### src/rtl/sdram_arb_pkg.sv
// Shared definitions for the SDRAM port arbiter: FSM state encoding and port-count limit.
package sdram_arb_pkg;

  localparam int MAX_PORTS = 8;

  typedef enum logic [1:0] {
    IDLE = 2'd0,
    WAIT = 2'd1,
    DONE = 2'd2
  } arb_state_t;

endpackage

### src/rtl/sdram_port_arbiter_if.sv
// Client-port and SDRAM-side bundle for sdram_port_arbiter; slave = arbiter, master = clients plus SDRAM.
interface sdram_port_arbiter_if #(
  parameter int PORTS  = 3,
  parameter int A_BITS = 24
);
  localparam int GW = $clog2(PORTS);

  logic [PORTS-1:0]        req;
  logic [PORTS-1:0]        ack;
  logic [PORTS-1:0]        we;
  logic [PORTS*A_BITS-1:0] a;
  logic [PORTS*8-1:0]      d;
  logic [PORTS*8-1:0]      q;
  logic                    ram_req;
  logic                    ram_ack;
  logic                    ram_we;
  logic [A_BITS-1:0]       ram_a;
  logic [7:0]              ram_d;
  logic [7:0]              ram_q;
  logic [GW-1:0]           grant;
  logic                    busy;

  modport slave (
    input  req, we, a, d, ram_ack, ram_q,
    output ack, q, ram_req, ram_we, ram_a, ram_d, grant, busy
  );

  modport master (
    output req, we, a, d, ram_ack, ram_q,
    input  ack, q, ram_req, ram_we, ram_a, ram_d, grant, busy
  );

endinterface

### src/rtl/arb_pick.sv
// Combinational winner selection for the SDRAM port arbiter.
// SDRAM_ARB_ROUND_ROBIN_EN: search starts at ptr+1 (mod PORTS); otherwise lowest index wins.
module arb_pick
  import sdram_arb_pkg::*;
#(
  parameter int PORTS = 3,
  parameter int PW    = $clog2(PORTS)
) (
  input  logic [PORTS-1:0] pending,
  input  logic [PW-1:0]    ptr,
  output logic [PW-1:0]    idx,
  output logic             valid
);

  int          start_s;
  int          j_s;
  logic        hit_s;
  logic [PW-1:0] idx_s;
  logic        valid_s;

`ifdef SDRAM_ARB_ROUND_ROBIN_EN
  assign start_s = (int'(ptr) + 1) % PORTS;
`else
  logic unused_ptr_s;
  assign unused_ptr_s = ^ptr;
  assign start_s      = 0;
`endif

  // First pending port in circular order from start_s
  always_comb begin
    idx_s   = '0;
    valid_s = 1'b0;
    j_s     = 0;
    hit_s   = 1'b0;
    for (int k = 0; k < PORTS; k++) begin
      j_s     = (start_s + k) % PORTS;
      hit_s   = !valid_s && pending[j_s];
      idx_s   = hit_s ? PW'(j_s) : idx_s;
      valid_s = valid_s | hit_s;
    end
  end

  assign idx   = idx_s;
  assign valid = valid_s;

endmodule

### src/rtl/sdram_port_arbiter.sv
// Arbitrates PORTS toggle-handshake byte clients onto one toggle-handshake SDRAM byte port.
// Optional macro SDRAM_ARB_ROUND_ROBIN_EN selects round-robin instead of fixed priority.
module sdram_port_arbiter
  import sdram_arb_pkg::*;
#(
  parameter int PORTS  = 3,
  parameter int A_BITS = 24
) (
  input logic                 clk,
  input logic                 reset_n,
  sdram_port_arbiter_if.slave bus
);

  localparam int PW = $clog2(PORTS);

  arb_state_t            state_r, state_s;
  logic [PW-1:0]         ptr_r, ptr_s;
  logic [PW-1:0]         grant_r, grant_s;
  logic [PW-1:0]         pick_idx_s;
  logic                  pick_valid_s;
  logic [PORTS-1:0]      ack_r, ack_s;
  logic [PORTS-1:0]      pending_s;
  logic [PORTS*8-1:0]    q_r, q_s;
  logic                  ram_req_r, ram_req_s;
  logic                  ram_we_r, ram_we_s;
  logic [A_BITS-1:0]     ram_a_r, ram_a_s;
  logic [7:0]            ram_d_r, ram_d_s;
  logic                  busy_r;
  logic                  ram_idle_s;

  // A port stays pending for the whole transfer; only IDLE looks at it
  assign pending_s  = bus.req ^ ack_r;
  assign ram_idle_s = (bus.ram_ack == ram_req_r);

  arb_pick #(.PORTS(PORTS), .PW(PW)) u_pick (
    .pending (pending_s),
    .ptr     (ptr_r),
    .idx     (pick_idx_s),
    .valid   (pick_valid_s)
  );

  // FSM state register
  always_ff @(posedge clk or negedge reset_n) begin
    if (!reset_n) begin
      state_r <= IDLE;
    end else begin
      state_r <= state_s;
    end
  end

  // Next-state and next-register values
  always_comb begin
    state_s   = state_r;
    ptr_s     = ptr_r;
    grant_s   = grant_r;
    ack_s     = ack_r;
    q_s       = q_r;
    ram_req_s = ram_req_r;
    ram_we_s  = ram_we_r;
    ram_a_s   = ram_a_r;
    ram_d_s   = ram_d_r;
    case (state_r)
      IDLE: begin
        if (ram_idle_s && pick_valid_s) begin
          ram_we_s  = bus.we[pick_idx_s];
          ram_a_s   = bus.a[int'(pick_idx_s)*A_BITS +: A_BITS];
          ram_d_s   = bus.d[int'(pick_idx_s)*8 +: 8];
          grant_s   = pick_idx_s;
          ram_req_s = ~ram_req_r;
          state_s   = WAIT;
        end else begin
          state_s   = IDLE;
        end
      end
      WAIT: begin
        if (ram_idle_s) begin
          if (!ram_we_r) begin
            q_s[int'(grant_r)*8 +: 8] = bus.ram_q;
          end else begin
            q_s = q_r;
          end
          state_s = DONE;
        end else begin
          state_s = WAIT;
        end
      end
      DONE: begin
        ack_s[grant_r] = ~ack_r[grant_r];
`ifdef SDRAM_ARB_ROUND_ROBIN_EN
        ptr_s = grant_r;
`else
        ptr_s = '0;
`endif
        state_s = IDLE;
      end
      default: begin
        state_s = IDLE;
      end
    endcase
  end

  // Datapath and output registers
  always_ff @(posedge clk or negedge reset_n) begin
    if (!reset_n) begin
      ptr_r     <= '0;
      grant_r   <= '0;
      ack_r     <= '0;
      q_r       <= '0;
      ram_req_r <= 1'b0;
      ram_we_r  <= 1'b0;
      ram_a_r   <= '0;
      ram_d_r   <= 8'h00;
      busy_r    <= 1'b0;
    end else begin
      ptr_r     <= ptr_s;
      grant_r   <= grant_s;
      ack_r     <= ack_s;
      q_r       <= q_s;
      ram_req_r <= ram_req_s;
      ram_we_r  <= ram_we_s;
      ram_a_r   <= ram_a_s;
      ram_d_r   <= ram_d_s;
      busy_r    <= (state_s != IDLE);
    end
  end

  assign bus.ack     = ack_r;
  assign bus.q       = q_r;
  assign bus.ram_req = ram_req_r;
  assign bus.ram_we  = ram_we_r;
  assign bus.ram_a   = ram_a_r;
  assign bus.ram_d   = ram_d_r;
  assign bus.grant   = grant_r;
  assign bus.busy    = busy_r;

endmodule
### src/flat_wrapper.sv
// flat-port wrapper written by rule: the top's interface ports become plain ports
module sdram_port_arbiter_flat import sdram_arb_pkg::*;
#(
  parameter int PORTS  = 3,
  parameter int A_BITS = 24
)
  (clk, reset_n, bus_req, bus_we, bus_a, bus_d, bus_ram_ack, bus_ram_q, bus_ack, bus_q, bus_ram_req, bus_ram_we, bus_ram_a, bus_ram_d, bus_grant, bus_busy);
  sdram_port_arbiter_if #(.PORTS(PORTS), .A_BITS(A_BITS)) bus_i ();
  input logic clk;
  input logic reset_n;
  input wire logic [$bits(bus_i.req)-1:0] bus_req;
  input wire logic [$bits(bus_i.we)-1:0] bus_we;
  input wire logic [$bits(bus_i.a)-1:0] bus_a;
  input wire logic [$bits(bus_i.d)-1:0] bus_d;
  input wire logic [$bits(bus_i.ram_ack)-1:0] bus_ram_ack;
  input wire logic [$bits(bus_i.ram_q)-1:0] bus_ram_q;
  output wire logic [$bits(bus_i.ack)-1:0] bus_ack;
  output wire logic [$bits(bus_i.q)-1:0] bus_q;
  output wire logic [$bits(bus_i.ram_req)-1:0] bus_ram_req;
  output wire logic [$bits(bus_i.ram_we)-1:0] bus_ram_we;
  output wire logic [$bits(bus_i.ram_a)-1:0] bus_ram_a;
  output wire logic [$bits(bus_i.ram_d)-1:0] bus_ram_d;
  output wire logic [$bits(bus_i.grant)-1:0] bus_grant;
  output wire logic [$bits(bus_i.busy)-1:0] bus_busy;
  assign bus_i.req = bus_req;
  assign bus_i.we = bus_we;
  assign bus_i.a = bus_a;
  assign bus_i.d = bus_d;
  assign bus_i.ram_ack = bus_ram_ack;
  assign bus_i.ram_q = bus_ram_q;
  assign bus_ack = bus_i.ack;
  assign bus_q = bus_i.q;
  assign bus_ram_req = bus_i.ram_req;
  assign bus_ram_we = bus_i.ram_we;
  assign bus_ram_a = bus_i.ram_a;
  assign bus_ram_d = bus_i.ram_d;
  assign bus_grant = bus_i.grant;
  assign bus_busy = bus_i.busy;
  sdram_port_arbiter #(.PORTS(PORTS), .A_BITS(A_BITS)) u_core (.clk(clk), .reset_n(reset_n), .bus(bus_i));
endmodule
### config.mk
export PLATFORM = sky130hd
export DESIGN_NAME = sdram_port_arbiter_flat
export DESIGN_NICKNAME = d
export VERILOG_FILES = /design/src/rtl/sdram_arb_pkg.sv /design/src/rtl/sdram_port_arbiter_if.sv /design/src/rtl/arb_pick.sv /design/src/rtl/sdram_port_arbiter.sv /design/src/flat_wrapper.sv
export SDC_FILE = /design/constraint.sdc
export NUM_CORES = 1
export LEC_CHECK = 0
export CORE_AREA = 2 2 86 151
export DETAILED_ROUTE_END_ITERATION = 16
export DIE_AREA = 0 0 88 153
export PLACE_DENSITY = 0.71
export SLEW_MARGIN = 20
export SYNTH_ARGS = -nofsm -noshare
export SYNTH_HDL_FRONTEND = slang
export SYNTH_HIERARCHICAL = 1
export SYNTH_SLANG_ARGS = --single-unit
### constraint.sdc
create_clock -name clk -period 1.75 [get_ports clk]
set_input_delay 0.2625 -clock clk [delete_from_list [all_inputs] [get_ports clk]]
set_output_delay 0.2625 -clock clk [all_outputs]
set_load 0.01 [all_outputs]
==> flow_summary.toml, run 1 <==
[run_status]
run_status = "finished with violations"
violations_in_the_final_reports = "setup timing"

[grt]
first_global_vias = 3288
pin_count_of_the_biggest_net_entering_global_routing = 51
wire_length_of_the_first_global_routing_pass_mm = 16.5
gr-total-overflow = 0
grt_util_all_layers_pct = 15.9
grt_antenna_before_repair = 0

[setup_path]
critical_path.n_buffers_inverters = 2
critical_path.cell_chain = "clkdlybuf4s50_1 > xor2_2 > or3_1 > nor3b_4 > nand2_4 > buf_16 > mux2_4"
crit_path_end_kind = "flop"
path_max_fanout = 12
timing.critical_path.from_type = "input pin"
r2r_setup_slack_ps = -160
crit_slowest_cell = "sky130_fd_sc_hd__clkdlybuf4s50_1"
required_ps = 1950
timing.critical_path.max_delay_family = "simple AND/OR/NAND/NOR gates"
setup.worst_path.class = "input pin to flop"
critPathArrivalTime_ps = 2120
critical_path.max_stage_delay_ps = 450

[timing]
grt_setup_unrepaired = "yes"
final-hold-violation-count = 0
final.period_utilization_pct = 110
finalSetupViolations = 35
worst_slew_pin_tran_ps = 415
fin_worst_skew_ps = 6.75
final-max-slew-violation-count = 0
worst_slew_margin_relative_to_its_limit_pct = 72.4
layout_setup_ws_ps = -170
max_clock_freq_mhz = 521
post-route-min-period_ps = 1920
whs_ps = 404

[job]
cap_viol_max_count = 0

[final_layout]
fillers = 1098
area_delta_synth_final_pct = 74.2
diodes = 0
fraction_of_final_layout_cells_with_drive_strength_greater_than_1_pct = 24.9
final_core_utilization_pct = 51.3
final_nets = 592

[pwr]
power.static_leakage_nw = 2.67
power.density_cell_area_nw_per_um2 = 1740
power_total_mw = 10.9
power.ir.vdd_worst_v = 0.000819

[drt]
dr_drc_count = 0
vias_per_cell = 4.63
routed-via-count = 2993
drt-pass1-iter-count = 4
drt-total-wl_mm = 10.5
route.detailed.wl_per_inst_um = 16.3
dr.first_iter.drc_count = 69
antenna_left = 0

[synthesis]
netlist_area_um2 = 3600
syn-mean-instance-area_um2 = 13.4
total_nets_after_synthesis = 388
post_syn_instances = 269
ys_warn_count = 6

[clock_network]
cts_tree = "built"
cts.path.max_buffers = 2
clock_insertion_delay_worst_skew_ps = 320
cts-buffers-inserted = 9
total_clock_sinks = 66
h-tree-depth = 3
ctsRootBufferMaster = "sky130_fd_sc_hd__clkbuf_16"
cts.clk_slew.worst_paths_ps = 50

[place]
io_buffers = 176
post_dp_hpwl_mm = 8.14
detailedPlace.worstSlack_ps = -480
place.gp.congestion = 0.805

[die]
fp.dieH_um = 153
die-area_um2 = 13500
fp.dieW_um = 88
design.core.area_um2 = 12200
start_util_pct = 29.5
rows = 54
number_of_ports_placed_on_the_die_boundary = 177

[worst_hold_path]
timing.hold.worst.class = "input pin to async pin"
## layer usage
layer	global-route usage [%]	vias up	part of all wire, %
met5	0	-	0
met4	5.64	0	1.8
met3	3.67	11	5.3
met2	29.3	103	57
met1	17.1	1454	36
li1	-	1425	-
## final cells by class
| class | instances | area, µm² | share of cell area, % |
|---|---|---|---|
| Clock inverter | 5 | 100 | 1.59 |
| Clock buffer | 11 | 253 | 4.03 |
| Sequential cell | 66 | 1650 | 26.3 |
| Tap cell | 168 | 210 | 3.35 |
| Multi-Input combinational cell | 180 | 1880 | 30.0 |
| Inverter | 3 | 11.3 | 0.179 |
| Timing Repair Buffer | 213 | 2170 | 34.6 |
## layout by cell type, fill, tap and decap left out, types with 2 or more instances in the layout
cell	instances
sky130_fd_sc_hd__nand4_1	8
sky130_fd_sc_hd__buf_4	25
sky130_fd_sc_hd__clkinv_2	2
sky130_fd_sc_hd__mux2i_1	32
sky130_fd_sc_hd__nand2_1	6
sky130_fd_sc_hd__a21bo_2	8
sky130_fd_sc_hd__ha_1	5
sky130_fd_sc_hd__inv_1	3
sky130_fd_sc_hd__clkbuf_8	2
sky130_fd_sc_hd__clkbuf_16	10
sky130_fd_sc_hd__o2bb2ai_1	33
sky130_fd_sc_hd__dfrtp_1	66
sky130_fd_sc_hd__buf_12	7
sky130_fd_sc_hd__nor2_1	2
sky130_fd_sc_hd__and4bb_2	2
sky130_fd_sc_hd__nand3b_1	2
sky130_fd_sc_hd__mux2_2	5
sky130_fd_sc_hd__bufinv_16	3
sky130_fd_sc_hd__xor2_2	3
sky130_fd_sc_hd__mux2_4	34
sky130_fd_sc_hd__nor3b_4	2
sky130_fd_sc_hd__a21oi_1	3
sky130_fd_sc_hd__clkdlybuf4s50_1	175
sky130_fd_sc_hd__a22o_1	15
sky130_fd_sc_hd__buf_6	2
## sequential cells by signal (all words and copies together) (netlist names)
signal,flops
u_core/state_r,2
u_core/bus.q,24
u_core/bus.ram_we,1
u_core/bus.grant,2
u_core/bus.busy,1
u_core/bus.ack,3
u_core/bus.ram_a,24
u_core/bus.ram_req,1
u_core/bus.ram_d,8
## what timing repair did
action	in CTS	in global routing
endpoints found under the hold margin	16	0
gates cloned	1	1
pin swaps	0	1
resized for setup	3	12
endpoints found under the setup margin	35	47
hold buffers	1	0
buffers inserted	1	0
## where the power goes
part / internal, mW / leakage, nW / total [mW] / switching, mW
sequential: 2.19 / 0.835 / 2.64 / 0.445
combinational: 3.78 / 1.65 / 6.21 / 2.42
clock: 1.46 / 0.176 / 2.10 / 0.637
total: 7.44 / 2.67 / 10.9 / 3.50
## path summary, 6_finish.rpt
path                                    from                   end  cells after the start
max                               bus_req[1]  u_core/bus.ram_a[22]                      7
min                                  reset_n   u_core/bus.ram_a[5]                      2
max reg2reg                u_core/bus.ack[1]  u_core/bus.ram_a[22]                      6
min reg2reg                  u_core/bus.q[2]       u_core/bus.q[2]                      1
max in group asynchronous            reset_n   u_core/bus.ram_d[7]                      3
min in group clk             u_core/bus.q[2]       u_core/bus.q[2]                      1
## stage by stage
step                      setup TNS [ps]  area [µm²]  instances
after global routing               -7320        6280        646
final                              -5400        6280        646
after detailed placement          -18030        5790        626
after global placement            -15960        5790        626
after CTS                          -4650        6190        645
after floorplan                    -3370        3670        269
(Power assumes the default switching activity.)
==> run 2, diff against run 1 <==
--- a/config.mk
+++ b/config.mk
@@ -8,6 +8,7 @@
 export CORE_AREA = 2 2 86 151
 export DETAILED_ROUTE_END_ITERATION = 16
 export DIE_AREA = 0 0 88 153
+export GPL_ROUTABILITY_DRIVEN = 0
 export PLACE_DENSITY = 0.71
 export SLEW_MARGIN = 20
 export SYNTH_ARGS = -nofsm -noshare
==> results of run 2 <==
Final layout, timing and power as in run 1 (identical DEF).
==> run 3, diff against run 2 <==
--- a/config.mk
+++ b/config.mk
@@ -5,12 +5,12 @@
 export SDC_FILE = /design/constraint.sdc
 export NUM_CORES = 1
 export LEC_CHECK = 0
-export CORE_AREA = 2 2 86 151
+export CORE_AREA = 3 3 87 152
 export DETAILED_ROUTE_END_ITERATION = 16
-export DIE_AREA = 0 0 88 153
+export DIE_AREA = 0 0 90 155
 export GPL_ROUTABILITY_DRIVEN = 0
 export PLACE_DENSITY = 0.71
-export SLEW_MARGIN = 20
+export SLEW_MARGIN = 10
 export SYNTH_ARGS = -nofsm -noshare
 export SYNTH_HDL_FRONTEND = slang
 export SYNTH_HIERARCHICAL = 1
==> flow_summary.toml, run 3 (synthesis results as in run 1) <==
[run_status]
run_status = "finished with violations"
violations_in_the_final_reports = "setup timing"

[job]
cap_viol_max_count = 0

[drt]
dr_drc_count = 0
route.detailed.wl_per_inst_um = 16.9
drt-pass1-iter-count = 4
vias_per_cell = 4.74
dr.first_iter.drc_count = 88
antenna_left = 0
routed-via-count = 3014
drt-total-wl_mm = 10.7

[setup_path]
rr_startpoint = "u_core/bus.ack[1]"
required_ps = 1960
critical_path.cell_chain = "xor2_1 > or3_1 > nor3b_4 > nand2_4 > buf_12 > mux2_4"
crit_slowest_cell = "sky130_fd_sc_hd__dfrtp_1"
timing.critical_path.from_type = "flop"
critical_path.max_stage_delay_ps = 390
crit_path_end_kind = "flop"
path_max_fanout = 17
r2r_setup_slack_ps = -190
worstSetupStartpoint = "u_core/bus.ack[1]"
critPathArrivalTime_ps = 2140
setup.worst_path.class = "flop to flop"

[timing]
worst_slew_margin_relative_to_its_limit_pct = 74.5
grt_setup_unrepaired = "yes"
final-max-slew-violation-count = 0
final.period_utilization_pct = 111
final-hold-violation-count = 0
post-route-min-period_ps = 1940
max_clock_freq_mhz = 517
worst_slew_pin_tran_ps = 382
fin_tns_setup_ps = -4950
finalSetupViolations = 35
fin_worst_skew_ps = 5.86
layout_setup_ws_ps = -185

[clock_network]
total_clock_sinks = 66
cts.clk_slew.worst_paths_ps = 60
cts_tree = "built"
h-tree-depth = 3
clock_insertion_delay_worst_skew_ps = 330
ctsRootBufferMaster = "sky130_fd_sc_hd__clkbuf_16"
cts-buffers-inserted = 9
cts.path.max_buffers = 2

[grt]
wire_length_of_the_first_global_routing_pass_mm = 17.1
grt_util_all_layers_pct = 15.5
grt_antenna_before_repair = 0
gr-total-overflow = 0
first_global_vias = 3270
pin_count_of_the_biggest_net_entering_global_routing = 67

[die]
design.core.area_um2 = 12100
rows = 53
start_util_pct = 29.9
number_of_ports_placed_on_the_die_boundary = 177
die-area_um2 = 14000
fp.dieH_um = 155
fp.dieW_um = 90

[final_layout]
fraction_of_final_layout_cells_with_drive_strength_greater_than_1_pct = 22.5
layout_commonest_cell = "sky130_fd_sc_hd__clkdlybuf4s50_1"
layout_common_cells = "174 x sky130_fd_sc_hd__clkdlybuf4s50_1, 66 x sky130_fd_sc_hd__dfrtp_1, 33 x sky130_fd_sc_hd__mux2i_1, 33 x sky130_fd_sc_hd__o2bb2ai_1, 29 x sky130_fd_sc_hd__mux2_4"
diodes = 0
area_delta_synth_final_pct = 69.7
fillers = 1097
final_nets = 585

[worst_hold_path]
timing.hold.worst.class = "input pin to async pin"

[place]
io_buffers = 176
post_dp_hpwl_mm = 8.19

[pwr]
power.density_cell_area_nw_per_um2 = 1700
power_total_mw = 10.4
power.ir.vdd_worst_v = 0.00102
power.static_leakage_nw = 2.56
==> run 3: cell count changes in the layout (fill, tap and decap cells not counted), sizes merged <==
cell / change
dlygate4sd2: +1
clkinvlp: +3
buf: -7
inv: +1
clkinv: -1
bufinv: -2
clkbuf: -1
clkdlybuf4s50: -1
==> run 3: path summary, 6_finish.rpt <==
check | end | depth (start not counted)
hold reg to reg | u_core/bus.q[5] | 1
max in group asynchronous | u_core/bus.q[14] | 3
setup reg to reg | u_core/bus.ram_a[6] | 6
hold / removal | u_core/bus.ram_a[6] | 3
setup / recovery | u_core/bus.ram_a[6] | 6
min in group clk | u_core/bus.q[5] | 1
==> run 3: where the power goes <==
part / switching (mW) / internal, mW
Sequential: 0.438 / 2.19
Clock: 0.677 / 1.10
Combinational: 2.36 / 3.65
Total: 3.47 / 6.95
==> run 3: critical path: cells and delay by family, from the launching register on <==
family | cells | cell delay (ps)
buffers and inverters | 1 | 190
flip-flops | 1 | 390
XOR/XNOR | 1 | 170
AND/OR/NAND/NOR | 3 | 730
multiplexers | 1 | 320
==> run 3: final cells by class <==
type	instances	area [µm²]	share of cell area, %
clock buffer	10	229	3.74
sequential	66	1650	27.0
clock inverter	6	66.3	1.08
multi-input combinational	180	1830	29.9
tap	165	206	3.38
inverter	3	11.3	0.184
timing repair buffer	206	2120	34.7
==> run 3: routing by layer <==
| metal | global-route usage, % | routed length [µm] | share of wire (%) |
|---|---|---|---|
| met2 | 29.0 | 5930 | 55 |
| met5 | 0 | 0 | 0 |
| met3 | 4.64 | 706 | 6.6 |
| met1 | 16.8 | 3990 | 37 |
| met4 | 4.16 | 99 | 0.92 |
==> run 3: repair_timing <==
action                     CTS  global route
buffers inserted             2             0
hold buffers                 1             0
gates resized for setup      2             2
setup endpoints to repair   35            43
cloned                       1             1
pin swaps                    1             0
hold endpoints to repair    66             0
==> run 3: metrics by stage <==
step | cell area [µm²] | setup WS [ps] | hold WS (ps) | utilization, % | std cells
2_1_floorplan | 3670 | -107 | -33.1 | - | 269
3_3_place_gp | 5740 | -499 | 304 | 47.5 | 615
3_5_place_dp | 5740 | -514 | 311 | 47.5 | 615
4_1_cts | 6080 | -183 | 489 | 50.4 | 635
5_1_grt | 6120 | -278 | 518 | 50.7 | 636
6_report | 6120 | -185 | 468 | 50.7 | 636
